==> config.mk <==
export PLATFORM = sky130hd
export DESIGN_NAME = ram_arbiter
export DESIGN_NICKNAME = d
export VERILOG_FILES = /design/src/rtl/ram_arb_pkg.sv /design/src/rtl/ram_arb_rsp.sv /design/src/rtl/ram_arbiter.sv
export SDC_FILE = /design/constraint.sdc
export NUM_CORES = 1
export LEC_CHECK = 0
export CAP_MARGIN = 20
export CELL_PAD_IN_SITES_DETAIL_PLACEMENT = 0
export CELL_PAD_IN_SITES_GLOBAL_PLACEMENT = 1
export CORE_MARGIN = 2
export CORE_UTILIZATION = 23
export DETAILED_ROUTE_END_ITERATION = 6
export GPL_TIMING_DRIVEN = 0
export PLACE_DENSITY = 0.78
export REMOVE_ABC_BUFFERS = 1
export SETUP_SLACK_MARGIN = 0.05
export SYNTH_ARGS = -nofsm -noshare
export SYNTH_HDL_FRONTEND = slang
export SYNTH_SLANG_ARGS = --single-unit
==> constraint.sdc <==
create_clock -name i_clk -period 2.1 [get_ports i_clk]
set_clock_uncertainty 0.2 [all_clocks]
set_input_delay 0.21 -clock i_clk [delete_from_list [all_inputs] [get_ports i_clk]]
set_output_delay 0.21 -clock i_clk [all_outputs]
set_load 0.02 [all_outputs]
==> src/rtl/ram_arb_pkg.sv <==
// Shared constants for the two-port data RAM arbiter.
// FSM state encoding and requester port indices.
package ram_arb_pkg;

  typedef enum logic [1:0] {
    ST_IDLE = 2'd0,
    ST_OWN0 = 2'd1,
    ST_OWN1 = 2'd2
  } state_t;

  localparam int P_CPU = 0;
  localparam int P_LDR = 1;

endpackage

==> src/rtl/ram_arb_rsp.sv <==
// Per-port read response register for the RAM arbiter.
// Captures RAM data on a granted read; rvalid pulses the next cycle.
module ram_arb_rsp #(
  parameter int DATA_WIDTH = 32
) (
  input  logic                  i_clk,
  input  logic                  i_rst,
  input  logic                  i_gnt,
  input  logic                  i_we,
  input  logic [DATA_WIDTH-1:0] i_ramdata,
  output logic                  o_rvalid,
  output logic [DATA_WIDTH-1:0] o_rdata
);

  logic rd;

  assign rd = i_gnt & ~i_we;

  always_ff @(posedge i_clk) begin
    if (i_rst) begin
      o_rvalid <= 1'b0;
      o_rdata  <= '0;
    end else begin
      o_rvalid <= rd;
      if (rd) o_rdata <= i_ramdata;
    end
  end

endmodule

==> src/rtl/ram_arbiter.sv <==
// Round-robin arbiter sharing one single-port RAM between CPU and loader.
// Supports bounded burst locking; read data is returned one cycle later.
module ram_arbiter
  import ram_arb_pkg::*;
#(
  parameter int DATA_WIDTH = 32,
  parameter int ADDR_WIDTH = 8,
  parameter int MAX_BURST  = 4
) (
  input  logic                  i_clk,
  input  logic                  i_rst,
  input  logic                  i_req0,
  input  logic                  i_req1,
  input  logic                  i_we0,
  input  logic                  i_we1,
  input  logic                  i_lock0,
  input  logic                  i_lock1,
  input  logic [ADDR_WIDTH-1:0] i_addr0,
  input  logic [ADDR_WIDTH-1:0] i_addr1,
  input  logic [DATA_WIDTH-1:0] i_wdata0,
  input  logic [DATA_WIDTH-1:0] i_wdata1,
  output logic                  o_gnt0,
  output logic                  o_gnt1,
  output logic                  o_rvalid0,
  output logic                  o_rvalid1,
  output logic [DATA_WIDTH-1:0] o_rdata0,
  output logic [DATA_WIDTH-1:0] o_rdata1,
  output logic [ADDR_WIDTH-1:0] o_ram_addr,
  output logic [DATA_WIDTH-1:0] o_ram_data,
  output logic                  o_ram_we,
  input  logic [DATA_WIDTH-1:0] i_ramdata
);

  localparam int CW = $clog2(MAX_BURST + 1);

  state_t        state;
  logic          last;
  logic [CW-1:0] cnt;
  logic [CW-1:0] cnt_nxt;
  logic          gnt0;
  logic          gnt1;
  logic          gnt_any;
  logic          lock_g;

  always_comb begin
    gnt0 = 1'b0;
    gnt1 = 1'b0;
    if (!i_rst) begin
      unique case (state)
        ST_IDLE: begin
          if (i_req0 && i_req1) begin
            gnt0 = last;
            gnt1 = ~last;
          end else begin
            gnt0 = i_req0;
            gnt1 = i_req1;
          end
        end
        ST_OWN0: gnt0 = i_req0;
        ST_OWN1: gnt1 = i_req1;
        default: ;
      endcase
    end
  end

  assign gnt_any = gnt0 | gnt1;
  assign lock_g  = gnt1 ? i_lock1 : i_lock0;
  assign cnt_nxt = cnt + CW'(1);

  always_ff @(posedge i_clk) begin
    if (i_rst) begin
      state <= ST_IDLE;
      last  <= 1'b1;
      cnt   <= '0;
    end else begin
      unique case (state)
        ST_IDLE: begin
          if (gnt_any) begin
            last <= gnt1;
            if (lock_g && MAX_BURST > 1) begin
              state <= gnt1 ? ST_OWN1 : ST_OWN0;
              cnt   <= CW'(1);
            end
          end
        end
        default: begin
          if (!gnt_any) begin
            state <= ST_IDLE;
            cnt   <= '0;
          end else begin
            last <= gnt1;
            // Release on unlock or when the burst cap is reached.
            if (!lock_g || cnt_nxt == CW'(MAX_BURST)) begin
              state <= ST_IDLE;
              cnt   <= '0;
            end else begin
              cnt <= cnt_nxt;
            end
          end
        end
      endcase
    end
  end

  assign o_gnt0     = gnt0;
  assign o_gnt1     = gnt1;
  assign o_ram_addr = gnt1 ? i_addr1 : i_addr0;
  assign o_ram_data = gnt1 ? i_wdata1 : i_wdata0;
  assign o_ram_we   = (gnt0 & i_we0) | (gnt1 & i_we1);

  ram_arb_rsp #(
    .DATA_WIDTH(DATA_WIDTH)
  ) u_rsp0 (
    .i_clk    (i_clk),
    .i_rst    (i_rst),
    .i_gnt    (gnt0),
    .i_we     (i_we0),
    .i_ramdata(i_ramdata),
    .o_rvalid (o_rvalid0),
    .o_rdata  (o_rdata0)
  );

  ram_arb_rsp #(
    .DATA_WIDTH(DATA_WIDTH)
  ) u_rsp1 (
    .i_clk    (i_clk),
    .i_rst    (i_rst),
    .i_gnt    (gnt1),
    .i_we     (i_we1),
    .i_ramdata(i_ramdata),
    .o_rvalid (o_rvalid1),
    .o_rdata  (o_rdata1)
  );

endmodule

==> results of run 1 <==
[worst max-delay path by stage]
stage               startpoint                  to  slack [ps]  cells past startpoint
floorplan             state[1]            o_ram_we        -450                      4
global placement         i_rst  u_rsp1.o_rdata[14]       -3580                      6
detailed placement      i_req1  u_rsp1.o_rdata[23]       -1030                      6
CTS                   state[1]      o_ram_data[27]        -140                      7
global route          state[0]      o_ram_data[14]        -140                      6
finish                  i_req1       o_ram_addr[0]        -120                      7
[repair_timing]
action | in CTS | in global routing
resized for setup | 233 | 20
setup buffers | 11 | 9
pin swaps | 5 | 3
gates cloned | 4 | 4
endpoints found under the setup margin | 109 | 80
[registers in the layout, summed over array words and instances, names as in the netlist]
| name | flops |
|---|---|
| u_rsp0.o_rdata | 32 |
| u_rsp1.o_rdata | 32 |
| cnt | 3 |
| state | 2 |
| last | 1 |
| u_rsp0.o_rvalid | 1 |
| u_rsp1.o_rvalid | 1 |
[report_power, final]
group          switching [W]  total (W)  internal [W]
Sequential         0.0000247    0.00144       0.00141
Combinational       0.000455   0.000966      0.000511
Clock               0.000544    0.00155       0.00101
[area by class of cell]
| cell class | instances | area (um^2) |
|---|---|---|
| clock inverter | 3 | 40.04 |
| clock buffer | 12 | 266.5 |
| inverter | 7 | 51.30 |
| timing repair buffer | 249 | 2439 |
| tap | 176 | 220.2 |
| timing repair inverter | 1 | 8.758 |
| fill | 1319 | 7082 |
| multi-input combinational | 274 | 1687 |
| sequential | 72 | 1449 |
[synth_stat cells]
cell	count
a22oi_1	1
mux2_2	40
o211ai_1	1
nor3b_2	2
and2_1	1
xor2_1	1
inv_1	5
and3_1	1
nor3_1	1
or4_1	2
or2_2	1
o2111ai_1	1
clkinv_4	1
a211o_1	1
nand3_1	2
a211oi_1	1
inv_2	1
buf_2	12
nand3b_1	1
nor4_1	1
nand2_1	131
a21oi_1	66
nand2b_4	1
clkbuf_1	11
nor4b_2	1
a22o_1	1
nor2_1	3
or3_1	1
ha_1	2
o21ai_0	1
dfxtp_1	72
o311ai_1	1
buf_6	3
nand2b_1	1
[through the flow]
stage	std cells	instance area, um^2	setup WS [ps]	total power, W	setup TNS (ps)
global placement	750	5484	-3576	0.002321	-371920
detailed placement	751	5508	-1029	0.002332	-97160
finish	794	6161	-115.6	0.003951	-2570
floorplan	346	2982	-447.2	0.001785	-10720
global route	794	6161	-142.2	0.004116	-5431
CTS	781	6006	-136.3	0.003965	-1435
[metal layers]
metal,vias up,global-route usage,wire length [um]
met5,-,0,0
met4,0,0.09593,672
met3,28,0.06226,1188
met2,194,0.3496,7518
met1,1659,0.1823,5059
li1,1741,-,-
[cell families after synthesis]
family	Yosys count
buffers and inverters	33
multiplexers	40
AO/OA/AOI/OAI	74
adder cells (fa/ha/maj)	2
XOR/XNOR	1
flip-flops	72
AND/OR/NAND/NOR	150
==> summary.txt, run 1 <==
Setup path
  – Worst path most repeated cell: buf_6
  – Data required time of the worst path: 1690 ps
  – Reg2Reg Capture Point: u_rsp0.o_rdata[2]
  – RR Startpoint: state[1]
  – Crit path buf inv count: 4
  – CP Capture Type: output pin
  – Critical Path Source Type: input pin
  – R2R setup slack: -70 ps
  – Largest fanout on the critical path: 5
  – Worst EP arrival: 1810 ps
  – Critical Path Max Stage Delay: 490 ps
  – Crit-path cells: clkdlybuf4s50_1, nor3b_4, buf_6, nand2_8, buf_6, mux2_4, buf_6
  – CP top delay family: buffers and inverters
  – CP max-delay cell: clkdlybuf4s50_1
  – Critical Setup Path Class: input pin to output pin
  – R2R depth: 5

Yosys
  – Largest family of logic cells by synthesized area: simple AND/OR/NAND/NOR gates
  – Synth Register Bits: 72
  – Syn avg cell area: 8.378 um^2
  – Yosys warnings: 0
  – Compound-gate portion of the synthesized area: 0.1261
  – Xor/xnor share of the synthesized area: 0.002810
  – Top-area cell type share of the netlist area: 0.4625
  – Post-synthesis sequential area ratio: 0.4625
  – Mux share of post-synthesis cell area: 0.1445
  – Synth top area cells: dfxtp_1, nand2_1, mux2_2
  – Distinct cell type count after synthesis: 34
  – Synthesized instance count: 372
  – Cell area after synthesis: 3117 um^2
  – Yosys top cell by area: dfxtp_1
  – Post-Synth Adder-Cell Area: 0.008029
  – Synth Area in Simple Gates: 0.2027

Hold path
  – Hold Crit Endpoint: u_rsp1.o_rdata[2]
  – Hold Startpoint: i_rst
  – Hold path depth: 2
  – Worst hold path type: input pin to flop

Routing
  – Iter 0 DRT Violations: 201
  – DRC: 0
  – ANT nets after route: 0
  – 1st-pass router iterations: 4
  – Vias per cell: 4.562
  – Vias: 3622
  – Final WL: 14440 um
  – Avg WL per Cell: 18.19 um

STA
  – Setup violators final: 40
  – Slew @ Worst Pin: 553.5 ps
  – Final hold vios: 0
  – Max-slew violation count: 0
  – Crit share post-route: 1.055
  – Hold_ws: 159.5 ps
  – Fin worst setup slack: -115.6 ps
  – RSZ-0062 raised after global routing: true
  – Slew headroom: 0.6300
  – Achievable frequency: 451.4 MHz
  – Minimum clock period: 2216 ps

CTS
  – TritonCTS clock tree: done
  – Clk sink count: 72
  – Clk slew on worst S/H paths: 60 ps
  – Number of CTS-inserted buffers: 9
  – Post-CTS Hold Fix Bufs: 0
  – Clk_lat worst skew: 330 ps
  – Htree depth: 3
  – Clk root buf: clkbuf_16
  – Largest buffer count on any clock path: 2

Global routing
  – Antenna violations before repair: 0
  – Vias in the first global route: 3598
  – Global-route wire length before repair: 20210 um
  – Total Routing Usage GR: 0.1874
  – GRT overflow: 0
  – Largest net degree at the start of global routing: 53

Final layout
  – Final Util: 0.4652
  – Commonest non-fill, non-tap cell in the layout: clkdlybuf4s50_1
  – Fin nets: 736
  – Share of layout cells above drive strength 1: 0.2249
  – Antenna cells: 0
  – Area Overhead vs Synth: 97.67%
  – Most frequent cells in the layout: clkdlybuf4s50_1, nand2_1, dfxtp_1, a21oi_1, mux2_2

Placed design
  – DP Wirelength: 9784 um
  – GPL Wtd Cong: 0.8486
  – IO Port Bufs: 228

Power and ir drop
  – Leak Pwr: 2.307 nW
  – Worst vdd rail ir drop: 0.3726 mV
  – Power Density: 641.3 nW/um^2

Floorplan
  – Horiz. Die Dim: 120.4 um
  – Initial Util: 0.2354
  – Die Y: 120.4 um
  – Die area: 14500 um^2
  – Core Area: 13240 um^2
  – Num rows: 42
  – I/O pins: 229

Outcome
  – Status: complete, but fails checks
  – Failing checks: negative setup slack

Job
  – Max_cap viols: 0
Power figures use the tool's default switching activity.
==> run 2: changes to the inputs <==
ABC_AREA = 1   (was unset)
CORE_UTILIZATION = 24   (was 23)
PLACE_DENSITY = 0.8   (was 0.78)
==> run 2 against run 1 <==
Net effect:
- the flow now finishes without violations
- total power grew 4.4%
- core utilization grew 1.3 points
- combinational power grew 6%
- fmax grew 9.8%
- sequential power is essentially flat
- synthesized cell count grew 27%
- sequential cell count is the same
- largest cell class unchanged
- critical path type is now flop to output pin
- count of clock-buffer cells in the layout shrank 2
- critical endpoint is now o_ram_data[30]
==> summary.txt, run 2 <==
Yosys
  – Synthesized instance count: 473
  – Synth top area cells: dfxtp_1, nand2_1, a21oi_2
  – Yosys warnings: 0
  – Distinct cell type count after synthesis: 23
  – Synth Register Bits: 72
  – Syn avg cell area: 7.198 um^2
  – List of most frequent post-synthesis cells: nand2_1, dfxtp_1, a21oi_1, a21oi_2, nand2_2
  – Post-synthesis sequential area ratio: 0.4234
  – Cell area after synthesis: 3405 um^2
  – Most instantiated library cell after synthesis: nand2_1
  – Top-area cell type share of the netlist area: 0.4234
  – Main synth FF type: dfxtp_1
  – Yosys top cell by area: dfxtp_1
  – Fraction of registers with async set/reset: 0
  – Number of enable flip-flop cells after synthesis: 0

Setup path
  – Critical Path Source Type: flop
  – R2R depth: 12
  – Worst EP arrival: 1610 ps
  – Critical Setup Path Class: flop to output pin
  – Critical Path Max Stage Delay: 320 ps
  – Crit-path cells: inv_2, nand2_4, nor2_4, buf_12, nand2_8, buf_4, buf_6, nand2_1, nand2_2, buf_6
  – CP Capture Type: output pin
  – CP max-delay cell: dfxtp_2
  – RR Startpoint: state[0]
  – R2R setup slack: 140 ps
  – Largest fanout on the critical path: 6
  – Worst path most repeated cell: buf_6
  – Reg2Reg Capture Point: u_rsp1.o_rdata[4]
  – Data required time of the worst path: 1690 ps

Floorplan
  – Horiz. Die Dim: 123.1 um
  – I/O pins: 229
  – Initial Util: 0.2453
  – Die Y: 123.1 um
  – Die area: 15150 um^2
  – Num rows: 43
  – Core Area: 13880 um^2

Final layout
  – Share of layout cells above drive strength 1: 0.2601
  – Regs by FF count: u_rsp0.o_rdata x32, u_rsp1.o_rdata x32, cnt x3
  – Commonest non-fill, non-tap cell in the layout: nand2_1
  – Antenna cells: 0
  – Fin nets: 836
  – Most frequent cells in the layout: nand2_1, clkdlybuf4s50_1, dfxtp_1, nand2_2, a21oi_1
  – Final instance area: 6638 um^2
  – Area Overhead vs Synth: 94.97%

STA
  – Achievable frequency: 495.6 MHz
  – Final hold vios: 0
  – Max-slew violation count: 0
  – Setup violators final: 0
  – Crit share post-route: 0.9609
  – Setup TNS Final: 0 ps
  – Slew headroom: 0.6920
  – RSZ-0062 raised after global routing: true
  – Slew @ Worst Pin: 461.9 ps
  – Minimum clock period: 2018 ps
  – Fin worst setup slack: 82.19 ps

Placed design
  – IO Port Bufs: 228
  – Dpl cell area: 5709 um^2
  – DP Wirelength: 9111 um
  – GPL Wtd Cong: 0.7238
  – Pre-CTS WS: -2315 ps

CTS
  – Htree depth: 3
  – Clk sink count: 72
  – TritonCTS clock tree: done
  – Clk slew on worst S/H paths: 60 ps
  – Post-CTS Hold Fix Bufs: 0
  – Clk root buf: clkbuf_16
  – Clk_lat worst skew: 320 ps
  – Largest buffer count on any clock path: 2
  – Number of CTS-inserted buffers: 9

Outcome
  – Status: completed

Global routing
  – Antenna violations before repair: 0
  – Global-route wire length before repair: 20710 um
  – Largest net degree at the start of global routing: 72
  – Vias in the first global route: 3982
  – GRT overflow: 0
  – Total Routing Usage GR: 0.1789

Power and ir drop
  – Power Density: 621.7 nW/um^2
  – Sequential share of power: 0.347
  – NetSw: 0.001136 W
  – Combinational share of power: 0.247
  – Leak Pwr: 2.654 nW
  – Switching share of power: 0.2753
  – Worst vdd rail ir drop: 0.4870 mV
  – Int Pwr: 0.002990 W
  – Clock network power share: 0.406

Routing
  – Iter 0 DRT Violations: 123
  – DRC: 0
  – Final WL: 14910 um
  – Vias per cell: 4.465
  – ANT nets after route: 0
  – Avg WL per Cell: 16.58 um
  – Vias: 4014
  – 1st-pass router iterations: 4

Job
  – Max_cap viols: 0

Hold path
  – Hold Startpoint: i_rst
  – Hold Crit Endpoint: u_rsp0.o_rdata[31]
  – Hold path depth: 2
  – Worst hold path type: input pin to flop
[run 2: cell types whose count changed after synthesis, moves of 3 or more]
cell and delta:
a21oi_2 +29, nand2_2 +28, nand3_1 +3, a21oi_1 -28
nand4_1 +4, inv_1 +6, buf_12 +3, mux2_2 -40
nand2_1 +109
[run 2: final cells by class]
class,instances,area [um^2]
flip-flops and latches,72,1443
repair buffers,249,2545
clock inverters,6,90.09
fillers,1350,7243
clock buffers,10,239.0
repair inverters,5,80.08
inverters,17,120.1
well taps,180,225.2
multi-input cells,360,1896
[run 2: logic make-up (layout without fill, tap and decap cells)]
family	count (synthesis)	in the layout	synth area share
flip-flops	72	72	0.4234
adder cells (fa/ha/maj)	2	2	0.007349
AO/OA/AOI/OAI	71	71	0.1419
buffers and inverters	46	287	0.08049
AND/OR/NAND/NOR	282	287	0.3469
[run 2: per-stage QoR]
| stage | power, W | utilization | hold WS, ps | std cells |
|---|---|---|---|---|
| detailed placement | 0.002327 | 0.4113 | 255.4 | 852 |
| CTS | 0.004079 | 0.4535 | 115.7 | 889 |
| global route | 0.004303 | 0.4782 | 62.88 | 899 |
| floorplan | 0.001783 | - | 72.44 | 444 |
| global placement | 0.002328 | 0.4113 | 251.2 | 852 |
| finish | 0.004126 | 0.4782 | 62.86 | 899 |
[run 2: how the worst max path moves through the flow]
| stage | startpoint | endpoint | slack, ps | cells past startpoint |
|---|---|---|---|---|
| CTS | state[0] | o_ram_data[19] | -70 | 10 |
| finish | state[0] | o_ram_data[30] | 80 | 10 |
| floorplan | state[0] | u_rsp1.o_rdata[0] | -990 | 9 |
| global route | state[0] | o_ram_data[7] | 20 | 10 |
| global placement | i_rst | u_rsp1.o_rdata[0] | -5150 | 8 |
| detailed placement | i_rst | u_rsp1.o_rdata[24] | -2310 | 8 |
[run 2: power groups by stage]
| stage | logic (W) | registers, W | clock network, W |
|---|---|---|---|
| after floorplan | 0.000280 | 0.00150 | 0 |
| after global placement | 0.000871 | 0.00146 | 0 |
| after detailed placement | 0.000868 | 0.00146 | 0 |
| after CTS | 0.000931 | 0.00143 | 0.00172 |
| after global routing | 0.00108 | 0.00144 | 0.00179 |
| final | 0.00102 | 0.00143 | 0.00168 |
[run 2: what timing repair did]
item | CTS | global route
resized for setup | 235 | 68
endpoints found under the setup margin | 114 | 80
buffers inserted | 13 | 8
pin swaps | 8 | 5
cloned | 8 | 2
[run 2: layer usage]
metal / up-vias / share of wire / track usage
li1: 1970 / - / -
met1: 1834 / 0.41 / 0.2034
met2: 193 / 0.46 / 0.3028
met3: 17 / 0.12 / 0.07887
met4: 0 / 0.014 / 0.05327
met5: - / 0 / 0
[run 2: worst max-delay path, delay by kind of cell, from the launching register on]
family	cells	cell delay (ps)
flops	1	320
buf+inv	5	600
simple gates	5	370
